**config.mk**
```make
export PLATFORM = sky130hd
export DESIGN_NAME = frame_scheduler_flat
export DESIGN_NICKNAME = d
export VERILOG_FILES = /design/src/rtl/frame_scheduler_pkg.sv /design/src/rtl/frame_scheduler_if.sv /design/src/rtl/frame_scheduler_fb_addr_gen.sv /design/src/rtl/frame_scheduler.sv /design/src/flat_wrapper.sv
export SDC_FILE = /design/constraint.sdc
export NUM_CORES = 1
export LEC_CHECK = 0
export ABC_AREA = 1
export CAP_MARGIN = 20
export CORE_MARGIN = 3
export CORE_UTILIZATION = 48
export DETAILED_ROUTE_END_ITERATION = 6
export PLACE_DENSITY = 0.81
export REMOVE_ABC_BUFFERS = 1
export SYNTH_ARGS = -nofsm -noshare
export SYNTH_HDL_FRONTEND = slang
export SYNTH_SLANG_ARGS = --single-unit
```
**constraint.sdc**
```tcl
create_clock -name Clk -period 2.5 [get_ports Clk]
set_clock_uncertainty 0.1 [all_clocks]
set_input_delay 0.5 -clock Clk [delete_from_list [all_inputs] [get_ports Clk]]
set_output_delay 0.5 -clock Clk [all_outputs]
set_load 0.05 [all_outputs]
```
**src/rtl/frame_scheduler_pkg.sv**
```systemverilog
// Shared constants and state encoding for the double-buffered frame scheduler.
// The CLEAR state is only reachable when FRAME_SCHEDULER_SKY_CLEAR_EN is defined.
package frame_scheduler_pkg;

    localparam int SCREEN_W  = 320;
    localparam int SCREEN_H  = 240;
    localparam int FB_ADDR_W = 18;

    typedef enum logic [1:0] {
        ST_CLEAR     = 2'd0,
        ST_START     = 2'd1,
        ST_RENDER    = 2'd2,
        ST_WAIT_SWAP = 2'd3
    } state_e;

endpackage

```
**src/rtl/frame_scheduler_if.sv**
```systemverilog
// Renderer handshake plus framebuffer write port; master is the scheduler side.
interface frame_scheduler_if;
    import frame_scheduler_pkg::*;

    logic                 render_ack;
    logic                 render_done;
    logic                 rend_we;
    logic [8:0]           rend_x;
    logic [7:0]           rend_y;
    logic [7:0]           rend_color;
    logic                 fb_we;
    logic [FB_ADDR_W-1:0] fb_addr;
    logic [7:0]           fb_color;

    modport master (
        output render_ack, fb_we, fb_addr, fb_color,
        input  render_done, rend_we, rend_x, rend_y, rend_color
    );

    modport slave (
        input  render_ack, fb_we, fb_addr, fb_color,
        output render_done, rend_we, rend_x, rend_y, rend_color
    );
endinterface

```
**src/rtl/frame_scheduler_fb_addr_gen.sv**
```systemverilog
// Combinational framebuffer address: {buffer select, y*320 + x}.
// y*320 is built from two shifts so no multiplier is inferred.
module fb_addr_gen
    import frame_scheduler_pkg::*;
(
    input  logic                 buf_sel,
    input  logic [8:0]           x,
    input  logic [7:0]           y,
    output logic [FB_ADDR_W-1:0] addr
);
    logic [16:0] y_x320;

    assign y_x320 = {1'b0, y, 8'b0} + {3'b0, y, 6'b0};
    assign addr   = {buf_sel, y_x320 + {8'b0, x}};
endmodule

```
**src/rtl/frame_scheduler.sv**
```systemverilog
// Double-buffer frame scheduler: optional sky clear, renderer handshake, vsync swap.
// Define FRAME_SCHEDULER_SKY_CLEAR_EN to include the CLEAR pass over the back buffer.
module frame_scheduler
    import frame_scheduler_pkg::*;
#(
    parameter logic [7:0] SKY_COLOR = 8'h00
)
(
    input  logic               Clk,
    input  logic               Reset,
    input  logic               vsync,
    frame_scheduler_if.master  bus,
    output logic               front_buf,
    output logic [15:0]        frame_count,
    output logic [7:0]         late_frames
);
    localparam logic [1:0] START     = 2'(ST_START);
    localparam logic [1:0] RENDER    = 2'(ST_RENDER);
    localparam logic [1:0] WAIT_SWAP = 2'(ST_WAIT_SWAP);
`ifdef FRAME_SCHEDULER_SKY_CLEAR_EN
    localparam logic [1:0] CLEAR     = 2'(ST_CLEAR);
    localparam logic [1:0] RESTART   = CLEAR;
`else
    localparam logic [1:0] RESTART   = START;
`endif

    function automatic logic [7:0] sat_inc8(input logic [7:0] v);
        return (v == 8'hFF) ? v : v + 8'd1;
    endfunction

    logic [1:0]           state;
    logic                 vsync_q;
    logic                 vsync_edge;
    logic                 back_buf;
    logic [8:0]           sel_x;
    logic [7:0]           sel_y;
    logic                 wr_p0;
    logic [7:0]           color_p0;
    logic [FB_ADDR_W-1:0] addr_p0;
    logic                 fb_we_p1;
    logic [FB_ADDR_W-1:0] fb_addr_p1;
    logic [7:0]           fb_color_p1;
    logic                 render_ack_p1;

    assign vsync_edge = vsync & ~vsync_q;
    assign back_buf   = ~front_buf;

`ifdef FRAME_SCHEDULER_SKY_CLEAR_EN
    logic [8:0] clr_x;
    logic [7:0] clr_y;
    logic       clr_last;
    logic       in_clear;

    assign in_clear = (state == CLEAR);
    assign clr_last = (clr_x == 9'(SCREEN_W - 1)) && (clr_y == 8'(SCREEN_H - 1));

    always_ff @(posedge Clk) begin
        if (Reset) begin
            clr_x <= '0;
            clr_y <= '0;
        end else if (in_clear) begin
            if (clr_x == 9'(SCREEN_W - 1)) begin
                clr_x <= '0;
                clr_y <= clr_last ? 8'd0 : clr_y + 8'd1;
            end else begin
                clr_x <= clr_x + 9'd1;
            end
        end
    end

    // Clear counters own the shared address generator while clearing.
    always_comb begin
        sel_x    = in_clear ? clr_x : bus.rend_x;
        sel_y    = in_clear ? clr_y : bus.rend_y;
        color_p0 = in_clear ? SKY_COLOR : bus.rend_color;
        wr_p0    = in_clear | ((state == RENDER) & bus.rend_we);
    end
`else
    logic unused_sky;

    assign unused_sky = ^SKY_COLOR;

    always_comb begin
        sel_x    = bus.rend_x;
        sel_y    = bus.rend_y;
        color_p0 = bus.rend_color;
        wr_p0    = (state == RENDER) & bus.rend_we;
    end
`endif

    fb_addr_gen u_addr_gen (
        .buf_sel (back_buf),
        .x       (sel_x),
        .y       (sel_y),
        .addr    (addr_p0)
    );

    always_ff @(posedge Clk) begin
        if (Reset) begin
            state         <= RESTART;
            vsync_q       <= 1'b1;
            front_buf     <= 1'b0;
            frame_count   <= '0;
            late_frames   <= '0;
            render_ack_p1 <= 1'b0;
        end else begin
            vsync_q       <= vsync;
            render_ack_p1 <= (state == START);
            // An edge outside WAIT_SWAP means the back frame missed this refresh.
            if (vsync_edge) begin
                if (state == WAIT_SWAP) begin
                    front_buf   <= ~front_buf;
                    frame_count <= frame_count + 16'd1;
                end else begin
                    late_frames <= sat_inc8(late_frames);
                end
            end
            case (state)
`ifdef FRAME_SCHEDULER_SKY_CLEAR_EN
                CLEAR:     if (clr_last) state <= START;
`endif
                START:     state <= RENDER;
                RENDER:    if (bus.render_done) state <= WAIT_SWAP;
                WAIT_SWAP: if (vsync_edge) state <= RESTART;
                default:   state <= RESTART;
            endcase
        end
    end

    // ---- write port register stage (p0 -> p1) ----
    always_ff @(posedge Clk) begin
        if (Reset) begin
            fb_we_p1    <= 1'b0;
            fb_addr_p1  <= '0;
            fb_color_p1 <= '0;
        end else begin
            fb_we_p1 <= wr_p0;
            if (wr_p0) begin
                fb_addr_p1  <= addr_p0;
                fb_color_p1 <= color_p0;
            end
        end
    end

    assign bus.fb_we      = fb_we_p1;
    assign bus.fb_addr    = fb_addr_p1;
    assign bus.fb_color   = fb_color_p1;
    assign bus.render_ack = render_ack_p1;
endmodule
```
**src/flat_wrapper.sv**
```systemverilog
// flat-port wrapper written by rule: the top's interface ports become plain ports
module frame_scheduler_flat import frame_scheduler_pkg::*;
#(
    parameter logic [7:0] SKY_COLOR = 8'h00
)
  (Clk, Reset, vsync, front_buf, frame_count, late_frames, bus_render_ack, bus_fb_we, bus_fb_addr, bus_fb_color, bus_render_done, bus_rend_we, bus_rend_x, bus_rend_y, bus_rend_color);
  frame_scheduler_if bus_i ();
  input  logic Clk;
  input  logic Reset;
  input  logic vsync;
  output logic front_buf;
  output logic [15:0] frame_count;
  output logic [7:0] late_frames;
  output wire logic [$bits(bus_i.render_ack)-1:0] bus_render_ack;
  output wire logic [$bits(bus_i.fb_we)-1:0] bus_fb_we;
  output wire logic [$bits(bus_i.fb_addr)-1:0] bus_fb_addr;
  output wire logic [$bits(bus_i.fb_color)-1:0] bus_fb_color;
  input wire logic [$bits(bus_i.render_done)-1:0] bus_render_done;
  input wire logic [$bits(bus_i.rend_we)-1:0] bus_rend_we;
  input wire logic [$bits(bus_i.rend_x)-1:0] bus_rend_x;
  input wire logic [$bits(bus_i.rend_y)-1:0] bus_rend_y;
  input wire logic [$bits(bus_i.rend_color)-1:0] bus_rend_color;
  assign bus_render_ack = bus_i.render_ack;
  assign bus_fb_we = bus_i.fb_we;
  assign bus_fb_addr = bus_i.fb_addr;
  assign bus_fb_color = bus_i.fb_color;
  assign bus_i.render_done = bus_render_done;
  assign bus_i.rend_we = bus_rend_we;
  assign bus_i.rend_x = bus_rend_x;
  assign bus_i.rend_y = bus_rend_y;
  assign bus_i.rend_color = bus_rend_color;
  frame_scheduler #(.SKY_COLOR(SKY_COLOR)) u_core (.Clk(Clk), .Reset(Reset), .vsync(vsync), .bus(bus_i), .front_buf(front_buf), .frame_count(frame_count), .late_frames(late_frames));
endmodule
```
# After elaboration in Yosys (flattened, before gate mapping)
# Index checks and enable logic that the tools add are counted.
[totals]
register_bits = 56
inputBits = 30
out_inout_bits = 53
[op_classes]
addsub = 4
eq_ne = 6
muxes = 3
n_bitwise = 6
n_reduce_logical = 3
[ops]
columns = ["op", "count"]
rows = [
  ["16-bit by 14-bit adder with 17-bit output", 1],
  ["17-bit by 9-bit adder with 17-bit output", 1],
  ["16-bit by 1-bit adder with 16-bit output, second input constant", 1],
  ["8-bit by 1-bit adder with 8-bit output, second input constant", 1],
  ["8-bit equality test, second input constant", 1],
  ["2-bit one-hot mux with 3 select lines", 1],
  ["2-bit equality test, second input constant", 2],
  ["2-bit 2-to-1 mux", 2],
  ["1-bit inverter", 4],
  ["2-bit AND reduction", 2],
  ["3-bit AND reduction", 1],
  ["1-bit AND", 2],
  ["2-bit by 1-bit equality test with 1-bit output, second input constant", 1],
  ["2-bit by 1-bit != test with 1-bit output, second input constant", 1],
  ["2-bit != test, second input constant", 1],
]

# Longest topological paths before layout
# Gate-level depths: netlist of the first run.
[depth]
ltp_word = 4
depth_mapped = 12
ltp_nobuf = 12

# By module
# Synthesis of the first run repeated with hierarchy kept, for this count alone.
[hier_totals]
hier_cells = 423
area_unflattened_um2 = 3006.6
[modules_own_cells]
columns = ["module", "instances", "cells_per_inst", "area_each_um2", "seq_area_each_um2"]
rows = [
  ["frame_scheduler", 1, 328, 2398.6, 1121.1],
  ["fb_addr_gen", 1, 95, 608.1, 0.0],
]

# Worst setup path before layout of the first run
# Ideal clock, no wire load.
[synth_path]
path_type = "in2reg"
start = "in bus_rend_y[0]"
end = "reg u_core.fb_addr_p1[11], in the netlist u_core.bus.fb_addr[11]"
setup_ns = 0.115
arrival_time_ns = 2.046
setup_slack_ns = 0.238
path_stages = 9
n_path_buf = 0
path_cell_list = "inv_1 fa_1 inv_1 fa_1 nand3_1 nand2_1 xor2_1 o21ai_0 inv_1"
[synth_between]
elab_chain_len = 2
[synth_lines]
columns = ["item", "line_no", "text"]
rows = [
  ["start, declared", "flat_wrapper.sv:21", "input wire logic [$bits(bus_i.rend_y)-1:0] bus_rend_y;"],
  ["16-bit by 14-bit adder with 17-bit output", "frame_scheduler_fb_addr_gen.sv:13", "assign y_x320 = {1'b0, y, 8'b0} + {3'b0, y, 6'b0};"],
  ["17-bit by 9-bit adder with 17-bit output", "frame_scheduler_fb_addr_gen.sv:14", "assign addr = {buf_sel, y_x320 + {8'b0, x}};"],
  ["end signal, assigned", "frame_scheduler.sv:139", "fb_addr_p1 <= addr_p0;"],
  ["end, declared", "frame_scheduler.sv:41", "logic [FB_ADDR_W-1:0] fb_addr_p1;"],
]
# Every way passes these cells.
# A chain may end at the register's enable or synchronous reset.

# Final worst setup path of the first run
[layout_path]
start = "in bus_rend_y[2]"
end = "reg u_core.fb_addr_p1[13], in the netlist u_core.bus.fb_addr[13]"
# The elaborated chain is that of the path after synthesis.

==> impl_metrics.json, run 1 <==
{
  "status": "completed",
  "yosysUniqueCellTypes": 28,
  "grt_pass1_wl_microns": 11000,
  "worst_setup_path_end_kind": "flip-flop",
  "worst-setup-path-type": "in -> reg",
  "via_per_inst": 4.86,
  "placed_cell_area_sq_um": 3850,
  "cp_cell_sequence": "clkdlybuf4s50_1, inv_1, fa_1, inv_2, fa_2, nand3_2, nand2_2, nand2_1, nand2_1, nand2_1, nand3_1, nand2_1, inv_1",
  "synth_top_area_share_pct": 38.9,
  "synth_edf_count": 0,
  "maxCapViolCount": 0,
  "worst_path_most_repeated_cell": "nand2_1",
  "hold_ws_ns": 0.383,
  "drtAntennaViolNets": 0,
  "path_delay_family": "adder cells",
  "vias": 2759,
  "synth_area_per_cell_sq_um": 7.14,
  "final_net_count": 548,
  "period_share_pct": 94.9,
  "post_cts_buffers": 0,
  "power_mw": 2.38,
  "cp_data_required_time_ns": 2.60,
  "syn_area_sq_um": 2880,
  "clock_latency_ns": 0.30,
  "worst_path_max_delay_cell": "fa_1",
  "final_area_sq_um": 3990,
  "critPathArrivalTime_ns": 2.48,
  "slowest_delay_ns": 0.51,
  "power_leakage_nw": 1.75,
  "port_buffers": 82,
  "cp_max_fo": 3,
  "yosysWarningCount": 0,
  "power.density_nw_per_um2": 597,
  "yosys.area.top_type": "dfxtp_1",
  "drt_iter0_drc": 156,
  "remaining_drc_errors": 0,
  "grt_pass1_vias": 2551,
  "setup_viol": 0,
  "cts_tree": "yes",
  "synth-seq-cells": 56,
  "final_cells": 568,
  "cts.reportedPaths.clkPinSlew_ns": 0.08,
  "num_io_pins": 83,
  "cts-hold-fix-buffers": 0,
  "synthTopCellsByArea": "dfxtp_1 39%, nor2_1 9.6%, nand2_1 9.5%",
  "synth_most_common_cell": "nor2_1",
  "fillCellCount": 481,
  "area_growth_syn_to_layout_pct": 38.5,
  "drive_gt1_share_pct": 8.67,
  "yosysSeqAreaShare_pct": 38.9,
  "gp_congestion": 0.834,
  "yosys-top-cells-count": "74 x nor2_1, 73 x nand2_1, 57 x inv_1",
  "ctsLongestPathBuffers": 2,
  "slew_headroom_pct": 64.0,
  "start_util_pct": 51.0,
  "dieArea_sq_um": 6960,
  "dieHeight_microns": 83.4,
  "dp_cells": 560,
  "cts.htree.levels": 2,
  "grt.overflow.total": 0,
  "fmax_ghz": 0.421,
  "numCtsBuffers": 5,
  "post_drt_wl_per_cell_microns": 11.5,
  "synthFlopType": "dfxtp_1",
  "finalWirelength_microns": 6550,
  "core_area_sq_um": 5640,
  "hold_viol": 0,
  "drv_slew": 0,
  "antenna_found_initial": 0,
  "dp.final_hpwl_microns": 5040,
  "grt_max_degree": 36,
  "ys_async_sr_fraction_pct": 0,
  "worst_pin_slew_ns": 0.538,
  "peakVddDrop_mv": 0.313,
  "hp-class": "reg -> reg",
  "firstDrtPassIters": 4,
  "path_buf_inv": 4,
  "period_needed_ns": 2.37,
  "start_kind": "input pin",
  "clock-root-buffer": "clkbuf_8",
  "die_w_microns": 83.4,
  "diodes": 0,
  "rows": 27,
  "syn-instance-count": 403,
  "cts.sinks": 56,
  "tns_ns": 0,
  "grt_use_total_pct": 18.8
}
[what timing repair did]
item | CTS | global route
setup endpoints to repair | 3 | 7
resized for setup | 1 | 12
pin swaps | 0 | 5
[layer usage]
metal | vias up | global-route usage, % | share of wire (%)
met4 | 0 | 5.12 | 1.6
met2 | 61 | 36.5 | 51
met1 | 1235 | 20.7 | 43
met3 | 9 | 3.17 | 4.2
met5 | - | 0 | 0
li1 | 1454 | - | -
[worst paths after layout]
| path | slack [ns] | cells past startpoint | from | to |
|---|---|---|---|---|
| hold / removal | 0.38 | 1 | u_core.frame_count[11] | u_core.frame_count[11] |
| setup reg to reg | 0.80 | 8 | u_core.state[0] | u_core.frame_count[15] |
| setup / recovery | 0.13 | 13 | bus_rend_y[2] | u_core.bus.fb_addr[13] |
| hold reg to reg | 0.38 | 1 | u_core.frame_count[11] | u_core.frame_count[11] |
[logic make-up after synthesis]
kind of cell             count (synthesis)  synth area share, %
AO/OA/AOI/OAI                           60                 10.6
AND/OR/NAND/NOR                        187                 28.2
XOR/XNOR                                 9                 2.74
adder cells (fa/ha/maj)                 23                 10.5
flip-flops                              56                 38.9
buffers and inverters                   68                 9.00
[power by group]
group | leakage (nW) | switching, mW | internal [mW]
clock network | 0.0445 | 0.279 | 0.226
logic | 1.25 | 0.528 | 0.318
registers | 0.454 | 0.0525 | 0.978
[area by class of cell]
| class | instances | area, sq um | area share (%) |
|---|---|---|---|
| Clock inverter | 1 | 7.51 | 0.188 |
| Inverter | 58 | 218 | 5.46 |
| Sequential cell | 56 | 1120 | 28.1 |
| Multi-Input combinational cell | 279 | 1540 | 38.7 |
| Tap cell | 72 | 90.1 | 2.26 |
| Clock buffer | 7 | 86.3 | 2.17 |
| Timing Repair Buffer | 95 | 921 | 23.1 |
[cell usage in the layout, fill, tap and decap left out, drive strengths merged]
master / synthesis / layout
fa: 2 / 2
nand3b: 1 / 1
inv: 58 / 58
xnor2: 2 / 2
nor3b: 1 / 1
ha: 21 / 21
clkdlybuf4s50: 0 / 81
clkinvlp: 0 / 1
buf: 4 / 13
a31oi: 1 / 1
clkbuf: 6 / 7
nand3: 24 / 24
nand2: 75 / 75
o21ai: 33 / 33
or2: 1 / 1
a22oi: 1 / 1
xor2: 7 / 7
nor3: 5 / 5
a21oi: 25 / 25
dfxtp: 56 / 56
nand4: 3 / 3
dlymetal6s2s: 0 / 1
nor2: 77 / 77
[through the flow]
| step | util (%) | setup slack [ns] |
|---|---|---|
| floorplan | - | 0.222 |
| global placement | 68.2 | -0.298 |
| detailed placement | 68.2 | -0.333 |
| CTS | 69.9 | 0.0122 |
| global route | 70.7 | -0.0232 |
| finish | 70.7 | 0.126 |
[registers in the layout, indices dropped and copies added, names as in the netlist]
name                   count
u_core.bus.fb_addr        18
u_core.frame_count        16
u_core.bus.fb_color        8
u_core.late_frames         8
u_core.state               2
u_core.bus.fb_we           1
u_core.bus.render_ack      1
u_core.front_buf           1
u_core.vsync_q             1
No activity file was read; power rests on OpenSTA's default activity.
==> run 2: changes to the inputs <==
GPL_ROUTABILITY_DRIVEN = 0   (was not set)
==> results of run 2 <==
The final DEF is identical to that of run 1; final timing and power are the same.
